[config.mk]
export PLATFORM = sky130hd
export DESIGN_NAME = mkio_rx_assembler
export DESIGN_NICKNAME = d
export VERILOG_FILES = /design/src/rtl/mkio_rx_assembler.sv
export SDC_FILE = /design/constraint.sdc
export NUM_CORES = 1
export LEC_CHECK = 0
export BUFFER_PORTS_ARGS = -buffer_cell sky130_fd_sc_hd__buf_2
export CAP_MARGIN = 15
export CELL_PAD_IN_SITES_DETAIL_PLACEMENT = 0
export CELL_PAD_IN_SITES_GLOBAL_PLACEMENT = 1
export CORE_MARGIN = 1
export CORE_UTILIZATION = 50
export DETAILED_ROUTE_END_ITERATION = 8
export GPL_TIMING_DRIVEN = 0
export PLACE_DENSITY = 0.73
export SETUP_SLACK_MARGIN = 0.2
export SKIP_LAST_GASP = 1
export SLEW_MARGIN = 30
export SYNTH_ARGS = -nofsm -noshare
export SYNTH_HDL_FRONTEND = slang
export SYNTH_SLANG_ARGS = --single-unit
[constraint.sdc]
create_clock -name clock_100 -period 4.42 [get_ports clock_100]
set_input_delay 0.221 -clock clock_100 [delete_from_list [all_inputs] [get_ports clock_100]]
set_output_delay 0.221 -clock clock_100 [all_outputs]
set_load 0.05 [all_outputs]
[src/rtl/mkio_rx_assembler.sv]
// MIL-STD-1553 (MKIO) receive-side message assembler.
// Turns the per-word handshake from the hi_1575 receiver into complete
// messages: a command word followed by its data words, held in a 33-word
// buffer until the consumer acknowledges them. Incomplete, interrupted or
// surplus words are counted in a saturating drop counter.
module mkio_rx_assembler #(
  parameter int GAP_TIMEOUT = 2500,
  parameter int DROP_CNT_W  = 8
) (
  input  logic                  clock_100,
  input  logic                  reset,
  input  logic [15:0]           data_rx,
  input  logic [1:0]            data_received_rx,
  input  logic                  cha_chb_rx,
  input  logic                  msg_ack,
  input  logic [5:0]            rd_addr,
  output logic [15:0]           rd_data,
  output logic                  msg_valid,
  output logic [15:0]           msg_cmd,
  output logic [5:0]            msg_len,
  output logic                  msg_channel,
  output logic [1:0]            msg_status,
  output logic [DROP_CNT_W-1:0] drop_count
);

  localparam int GAP_W = $clog2(GAP_TIMEOUT + 1);
  localparam int SUM_W = ((DROP_CNT_W > 6) ? DROP_CNT_W : 6) + 1;
  localparam logic [GAP_W-1:0] GAP_LAST = GAP_W'(GAP_TIMEOUT - 1);

  localparam logic [1:0] ST_OK      = 2'd0;
  localparam logic [1:0] ST_TIMEOUT = 2'd1;
  localparam logic [1:0] ST_CHANNEL = 2'd2;

  typedef enum logic [1:0] {IDLE = 2'd0, COLLECT = 2'd1, DONE = 2'd2} state_t;

  // Number of data words announced by a command word. Mode codes
  // (subaddress 0 or 31) carry at most one data word, flagged by bit 4;
  // for ordinary subaddresses a word count of 0 means 32.
  function automatic logic [5:0] word_count(input logic [15:0] cmd);
    if (cmd[9:5] == 5'd0 || cmd[9:5] == 5'd31)
      return {5'd0, cmd[4]};
    else if (cmd[4:0] == 5'd0)
      return 6'd32;
    else
      return {1'b0, cmd[4:0]};
  endfunction

  // Add to the drop counter, pinning at all ones instead of wrapping.
  function automatic logic [DROP_CNT_W-1:0] sat_add(input logic [DROP_CNT_W-1:0] a,
                                                   input logic [5:0] b);
    logic [SUM_W-1:0] sum;
    sum = SUM_W'(a) + SUM_W'(b);
    if (sum[SUM_W-1:DROP_CNT_W] != '0)
      return '1;
    else
      return sum[DROP_CNT_W-1:0];
  endfunction

  logic            rx_vld_p0;
  logic            strobe;
  logic            rx_sync;
  logic [5:0]      rx_wc;

  state_t          state;
  state_t          state_nxt;

  logic [15:0]     cmd_q;
  logic [5:0]      exp_q;
  logic [5:0]      idx_q;
  logic [5:0]      idx_inc;
  logic            chan_q;
  logic [GAP_W-1:0] gap_q;

  logic [15:0]     buf_mem [0:32];

  logic            cmd_accept;
  logic            data_accept;
  logic            load_msg;
  logic [5:0]      drop_amt;
  logic [5:0]      ld_len;
  logic [1:0]      ld_status;
  logic [15:0]     ld_cmd;
  logic            ld_chan;

  // The receiver pulls bit0 low while a word is being read out and raises
  // it when the word is ready; the rising edge marks exactly one new word.
  assign strobe  = data_received_rx[0] & ~rx_vld_p0;
  assign rx_sync = data_received_rx[1];
  assign rx_wc   = word_count(data_rx);
  assign idx_inc = idx_q + 6'd1;

  // Edge-detect register; resets high so a level already high is not a word.
  always_ff @(posedge clock_100 or posedge reset) begin
    if (reset) rx_vld_p0 <= 1'b1;
    else       rx_vld_p0 <= data_received_rx[0];
  end

  // State register.
  always_ff @(posedge clock_100 or posedge reset) begin
    if (reset) state <= IDLE;
    else       state <= state_nxt;
  end

  // Next-state logic.
  always_comb begin
    state_nxt = state;
    case (state)
      IDLE: begin
        if (strobe && rx_sync)
          state_nxt = (rx_wc == 6'd0) ? DONE : COLLECT;
      end
      COLLECT: begin
        if (strobe && rx_sync)
          state_nxt = (rx_wc == 6'd0) ? DONE : COLLECT;
        else if (strobe && (cha_chb_rx != chan_q))
          state_nxt = DONE;
        else if (strobe) begin
          if (idx_inc == exp_q) state_nxt = DONE;
        end else if (gap_q == GAP_LAST)
          state_nxt = DONE;
      end
      DONE: begin
        if (msg_valid && msg_ack) state_nxt = IDLE;
      end
      default: state_nxt = IDLE;
    endcase
  end

  // Per-state actions: word acceptance, drop accounting and message hand-off.
  always_comb begin
    cmd_accept  = 1'b0;
    data_accept = 1'b0;
    load_msg    = 1'b0;
    drop_amt    = 6'd0;
    ld_len      = idx_q;
    ld_status   = ST_OK;
    ld_cmd      = cmd_q;
    ld_chan     = chan_q;
    case (state)
      IDLE: begin
        if (strobe && rx_sync) begin
          cmd_accept = 1'b1;
          if (rx_wc == 6'd0) begin
            load_msg = 1'b1;
            ld_len   = 6'd0;
            ld_cmd   = data_rx;
            ld_chan  = cha_chb_rx;
          end
        end else if (strobe) begin
          drop_amt = 6'd1;
        end
      end
      COLLECT: begin
        if (strobe && rx_sync) begin
          // A new command abandons the partial message: the old command
          // plus every data word collected so far is lost.
          cmd_accept = 1'b1;
          drop_amt   = idx_inc;
          if (rx_wc == 6'd0) begin
            load_msg = 1'b1;
            ld_len   = 6'd0;
            ld_cmd   = data_rx;
            ld_chan  = cha_chb_rx;
          end
        end else if (strobe && (cha_chb_rx != chan_q)) begin
          drop_amt  = 6'd1;
          load_msg  = 1'b1;
          ld_status = ST_CHANNEL;
        end else if (strobe) begin
          data_accept = 1'b1;
          if (idx_inc == exp_q) begin
            load_msg = 1'b1;
            ld_len   = idx_inc;
          end
        end else if (gap_q == GAP_LAST) begin
          load_msg  = 1'b1;
          ld_status = ST_TIMEOUT;
        end
      end
      DONE: begin
        if (strobe) drop_amt = 6'd1;
      end
      default: ;
    endcase
  end

  // Control registers: gap timer, message descriptor and drop counter.
  always_ff @(posedge clock_100 or posedge reset) begin
    if (reset) begin
      gap_q       <= '0;
      msg_valid   <= 1'b0;
      msg_cmd     <= 16'h0;
      msg_len     <= 6'd0;
      msg_channel <= 1'b0;
      msg_status  <= 2'd0;
      drop_count  <= '0;
    end else begin
      if (state != COLLECT || strobe) gap_q <= '0;
      else                            gap_q <= gap_q + 1'b1;

      if (load_msg) begin
        msg_valid   <= 1'b1;
        msg_cmd     <= ld_cmd;
        msg_len     <= ld_len;
        msg_channel <= ld_chan;
        msg_status  <= ld_status;
      end else if (msg_valid && msg_ack) begin
        msg_valid <= 1'b0;
      end

      if (drop_amt != 6'd0) drop_count <= sat_add(drop_count, drop_amt);
    end
  end

  // Working registers for the message being collected.
  always_ff @(posedge clock_100) begin
    if (cmd_accept) begin
      cmd_q  <= data_rx;
      exp_q  <= rx_wc;
      chan_q <= cha_chb_rx;
      idx_q  <= 6'd0;
    end else if (data_accept) begin
      idx_q  <= idx_inc;
    end
  end

  // Message buffer: command at address 0, data words at 1..32.
  always_ff @(posedge clock_100) begin
    if (cmd_accept)  buf_mem[0]       <= data_rx;
    if (data_accept) buf_mem[idx_inc] <= data_rx;
  end

  // Registered read port; addresses past the buffer read as zero.
  always_ff @(posedge clock_100 or posedge reset) begin
    if (reset)                rd_data <= 16'h0;
    else if (rd_addr <= 6'd32) rd_data <= buf_mem[rd_addr];
    else                      rd_data <= 16'h0;
  end

endmodule

# After elaboration in Yosys (flattened, before gate mapping)
# Memory sizes are Yosys's and may differ from the RTL's.
# Cells that the tools add are included.
dict set report classes {
  addsub 3
  mul 0
  n_div 0
  order_cmp 1
  n_eq_ne 11
  n_shift 0
  mux 60
  bitwise_logic 2
  reduce_logical 14
}
# cell n
set op_table {}
lappend op_table {{16-bit 2-to-1 mux} 5}
lappend op_table {{6-bit 2-to-1 mux} 10}
lappend op_table {{1-bit 2-to-1 mux} 28}
lappend op_table {{2-bit 2-to-1 mux} 11}
lappend op_table {{6-bit one-hot mux with 3 select lines} 1}
lappend op_table {{16-bit OR reduction} 1}
lappend op_table {{12-bit by 1-bit adder with 12-bit output (second input constant)} 1}
lappend op_table {{12-bit equality test (second input constant)} 1}
lappend op_table {{12-bit 2-to-1 mux} 1}
lappend op_table {{6-bit one-hot mux with 2 select lines} 1}
lappend op_table {{5-bit logical NOT} 2}
lappend op_table {{5-bit inequality test (second input constant)} 2}
lappend op_table {{8-bit by 6-bit adder with 9-bit output} 1}
lappend op_table {{8-bit 2-to-1 mux} 1}
lappend op_table {{6-bit by 1-bit adder with 6-bit output (second input constant)} 1}
lappend op_table {{6-bit equality test} 1}
lappend op_table {{6-bit less-or-equal comparator (second input constant)} 1}
lappend op_table {{6-bit logical NOT} 1}
lappend op_table {{2-bit one-hot mux with 3 select lines} 1}
lappend op_table {{6-bit nonzero test} 1}
lappend op_table {{5-bit equality test (second input constant)} 1}
lappend op_table {{2-bit inequality test (second input constant)} 2}
lappend op_table {{4-bit AND reduction} 1}
lappend op_table {{1-bit logical AND} 3}
lappend op_table {{11 further kinds} 12}
dict set report totals {
  regBits 94
  latch_bits 0
  mem_bits_rw 528
  mem_bits_ro 0
  in_bits 28
  output_inout_bits 50
  elab_cells 106
  memories 1
}
# memory words width read_ports rd_ports_with_merged_regs write_ports line
set mem_list {}
lappend mem_list {buf_mem 33 16 1 0 1 74} ;# logic [15:0] buf_mem [0:32];

# Logic depth before layout (Yosys ltp)
dict set report depth {
  word_depth 10
  mapped_depth 13
  mapped_depth_nobuf 12
}

# Least setup slack after synthesis
# Ideal clock, no wire load.
dict set report synth_timing {
  kind {register to register}
  startpoint {reg chan_q}
  endpoint {reg drop_count[2]}
  setup_ps 125
  t_arrival_ps 2862
  required_time_ps 4295
  slack_ps 1433
  stages_incl_launch_ff 13
  path_buffers 0
  period_less_slack_ps 2987
  cell_sequence {edfxtp_1 xnor2_1 o21a_1 o22ai_1 and2_1 ha_1 fa_1 a21o_1 a21oi_1 o21bai_1 a21oi_1 o21ai_0 mux2_2}
}
dict set report synth_via {
  elab_chain_cells 7
  word_cells_on_any_way 8
  classes_between {1 x add/sub; 1 x eq/ne; 4 x mux; 2 x reduce/logical}
}
# element line
set synth_rtl {}
lappend synth_rtl {{from (decl)} 71} ;# logic chan_q;
lappend synth_rtl {{from (signal assigned)} 220} ;# chan_q <= cha_chb_rx;
lappend synth_rtl {{1-bit inequality test (*)} 165} ;# end else if (strobe && (cha_chb_rx != chan_q)) begin
lappend synth_rtl {{1-bit logical AND (*)} 165}
lappend synth_rtl {{1-bit 2-to-1 mux (*)} 165}
lappend synth_rtl {{6-bit 2-to-1 mux (*)} 154} ;# if (strobe && rx_sync) begin
lappend synth_rtl {{6-bit one-hot mux with 3 select lines (*)} 139} ;# case (state)
lappend synth_rtl {{8-bit by 6-bit adder with 9-bit output} 52} ;# sum = SUM_W'(a) + SUM_W'(b);
lappend synth_rtl {{8-bit 2-to-1 mux} 53} ;# if (sum[SUM_W-1:DROP_CNT_W] != '0)
lappend synth_rtl {{to (signal assigned)} 211} ;# if (drop_amt != 6'd0) drop_count <= sat_add(drop_count, drop_amt);
lappend synth_rtl {{to (decl)} 23} ;# output logic [DROP_CNT_W-1:0] drop_count
# Mark *: on every way between the ends. The rest lies on a longest branch, timed or not.
# A chain may end at the register's enable or synchronous reset.

# Worst setup path after layout
dict set report layout_timing {
  startpoint {reg chan_q}
  endpoint {mem buf_mem[15][15] (enable)}
}
dict set report layout_via {
  elab_chain_cells 9
  word_cells_on_any_way 10
  classes_between {1 x eq/ne; 7 x mux; 2 x reduce/logical}
}
# element line
set layout_rtl {}
lappend layout_rtl {{1-bit inequality test (*)} 165}
lappend layout_rtl {{1-bit logical AND (*)} 165}
lappend layout_rtl {{1-bit 2-to-1 mux (*)} 165}
lappend layout_rtl {{1-bit 2-to-1 mux (*)} 154}
lappend layout_rtl {{1-bit 2-to-1 mux (*)} 139}
lappend layout_rtl {{1-bit 2-to-1 mux (*)} 230} ;# if (data_accept) buf_mem[idx_inc] <= data_rx;
lappend layout_rtl {{1-bit 2-to-1 mux (implied by the code) (*)} 230}
lappend layout_rtl {{16-bit OR reduction (no line)} n/a}
lappend layout_rtl {{6-bit 2-to-1 mux (no line) / 1-bit 2-to-1 mux (equally long branches)} n/a}
lappend layout_rtl {{to (decl)} 74}
# Marked as above.

==> qor.yml <==
drt:
  drt_iter0_drc: 1383
  drc: 0
  wl_per_cell_um: 26.45
  ant_nets: 0
  num_vias: 13270
  viasPerCell: 5.982
  wl_um: 58670
  dr.pass1.iters: 5
sta:
  final.min_clock_period_ns: 3.892
  setup_tns_ns: 0
  finalHoldViolCount: 0
  layout_worst_path_cycle_share_pct: 88.05
  fmax_mhz: 257.0
  finalClockSkew_ns: 0.02256
  layout_setup_ws_ns: 0.5284
  rsz0062_at_grt: "false"
  slew_headroom_pct: 36.29
  finalSetupViolCount: 0
  hold_slack_ns: 0.1505
  worstMarginPinSlew_ns: 0.9530
  slew_viol_final: 0
finish:
  most-common-layout-cells: "edfxtp_1, mux4_2, buf_2"
  final_common_cell: "edfxtp_1"
  drive_gt1_share_pct: 25.68
  num_antenna_cells: 0
  fin_nets: 1541
  syn_to_final_growth_pct: 14.98
  n_fill_cell: 3691
yosys:
  syn_nets: 1381
  synth_edf_count: 551
  netlist_instances: 1344
  avgSynthCellArea_um2: 18.48
  ys.flop_type: "edfxtp_1"
  syn-cell-area_um2: 24830
  yosysWarningCount: 0
  synth_seq_cells: 622
  yosysSeqAreaShare_pct: 73.66
  synth.distinct_cells: 69
  async_flop_share_pct: 10.45
cts:
  htreeDepth: 2
  clock-sinks: 622
  root_buffer: "clkbuf_16"
  clkLatencyLatePin_ns: 0.62
  postCtsSetupBuffers: 0
  path_clk_slew_ns: 0.06
  cts-buffers-inserted: 61
  clockBufferDepth: 3
  cts_tree: "done"
floorplanning:
  rows: 81
  die_width_um: 224.9
  die_h_um: 224.9
  io_pins: 78
  core_um2: 48950
  dieArea_um2: 50560
  start_util_pct: 50.73
critical_path:
  end_kind: "register"
  r2r_setup_slack_ns: 0.53
  cp_max_fo: 16
  crit_arrival_ns: 4.13
  cp-start-kind: "register"
  cp.required_ns: 4.66
  worstSetupPathType: "reg2reg"
  rr_worst_depth: 6
placement:
  place_ws_ns: 0.5094
  port_buffers: 75
  gp_congestion: 0.8229
  dp_hpwl_um: 37740
pwr:
  power_density_nw_per_um2: 460.6
  clock_power_share_pct: 37.3
  peakVddDrop_mv: 0.4058
  seq_power_share_pct: 50.7
  p_sw_share_pct: 25.32
  power.internal_w: 0.009821
  p_leak_nw: 9.549
  p_comb_share_pct: 12.0
  p_sw_w: 0.003330
global_routing:
  first_global_vias: 13290
  overflow: 0
  track_usage_pct: 23.88
  antenna_found_initial: 1
  grt_max_degree: 43
  grt_pass1_wl_um: 87080
job:
  cap_violations: 0
hold_path:
  hold_path.class: "in2async"
run_status:
  status: "finished, final reports clean"
[final timing paths]
kind	start	endpoint
max in group asynchronous	reset	rx_vld_p0
min in group clock_100	data_rx[10]	msg_cmd[10]
hold / removal	reset	rd_data[7]
setup / recovery	chan_q	buf_mem[15][15]
hold reg to reg	gap_q[0]	gap_q[0]
setup reg to reg	chan_q	buf_mem[15][15]
[metrics by stage]
stage	power (W)	area, um2	util [%]	std cells
after floorplan	0.007842	24830	-	1344
after global placement	0.008317	26040	53.20	2083
after detailed placement	0.008357	26620	54.38	2099
after CTS	0.01321	28550	58.33	2218
after global routing	0.01355	28550	58.33	2218
final	0.01315	28550	58.33	2218
[critical path, cell delays in order, from the launching register on]
cell and delay [ns]:
edfxtp_1 0.41, xnor2_1 0.42, nand2_1 0.31, nor3_1 0.30, clkbuf_1 0.44, nand3_1 0.79, nor2_4 0.84
[kinds of logic (layout without fill, tap and decap cells)]
| family | Yosys count | in the layout | synth area share, % |
|---|---|---|---|
| flops | 622 | 622 | 73.66 |
| simple gates | 238 | 238 | 4.847 |
| mux | 195 | 195 | 13.80 |
| compound gates | 162 | 162 | 4.449 |
| buf+inv | 90 | 300 | 1.612 |
| xor+xnor | 28 | 28 | 1.139 |
| fa+ha+maj | 9 | 9 | 0.4837 |
[state kept, by name (all words and copies together) (netlist names), 6 cells and up]
| name | count |
|---|---|
| rd_data | 16 |
| msg_len | 6 |
| buf_mem | 528 |
| exp_q | 6 |
| drop_count | 8 |
| cmd_q | 16 |
| gap_q | 12 |
| idx_q | 6 |
| msg_cmd | 16 |
[power groups by stage]
stage	registers, W	clock network [W]	logic (W)
6_report	0.00667	0.00491	0.00157
5_1_grt	0.00668	0.00518	0.00168
4_1_cts	0.00667	0.00496	0.00158
3_5_place_dp	0.00679	0	0.00157
2_1_floorplan	0.00717	0	0.000669
3_3_place_gp	0.00679	0	0.00152
[layout make-up]
type                       instances  area (um2)  area share, %
sequential                       622       18290          64.07
buffer                            79       359.1          1.258
multi-input combinational        632        6402          22.42
clock inverter                    26       180.2         0.6310
tap                              664       830.8          2.909
timing repair buffer              97       748.2          2.620
inverter                          11       45.04         0.1577
clock buffer                      87        1695          5.937
[Yosys cell counts (20+ instances only)]
master    number  area, um2
nand3_1       30      150.1
nand4_1       21      131.4
o21ai_0       28      140.1
dfrtp_1       64       1602
mux4_2       116       2613
buf_2         29      145.1
mux2_2        20      225.2
nand2_1       53      198.9
mux2i_1       59      590.6
clkbuf_1      42      157.7
edfxtp_1     551      16550
nor2_1        69      259.0
a21oi_1       38      190.2
[routing by layer]
metal | part of all wire (%) | GRT usage (%)
met3 | 6.8 | 4.154
met2 | 48 | 38.48
met1 | 43 | 33.95
met4 | 2.0 | 6.188
met5 | 0.014 | 0
[repair_timing]
item / in CTS / in global routing
resized for setup: 0 / 0
hold buffers: 6 / 0
hold endpoints to repair: 75 / 0
(Power assumes the default switching activity.)
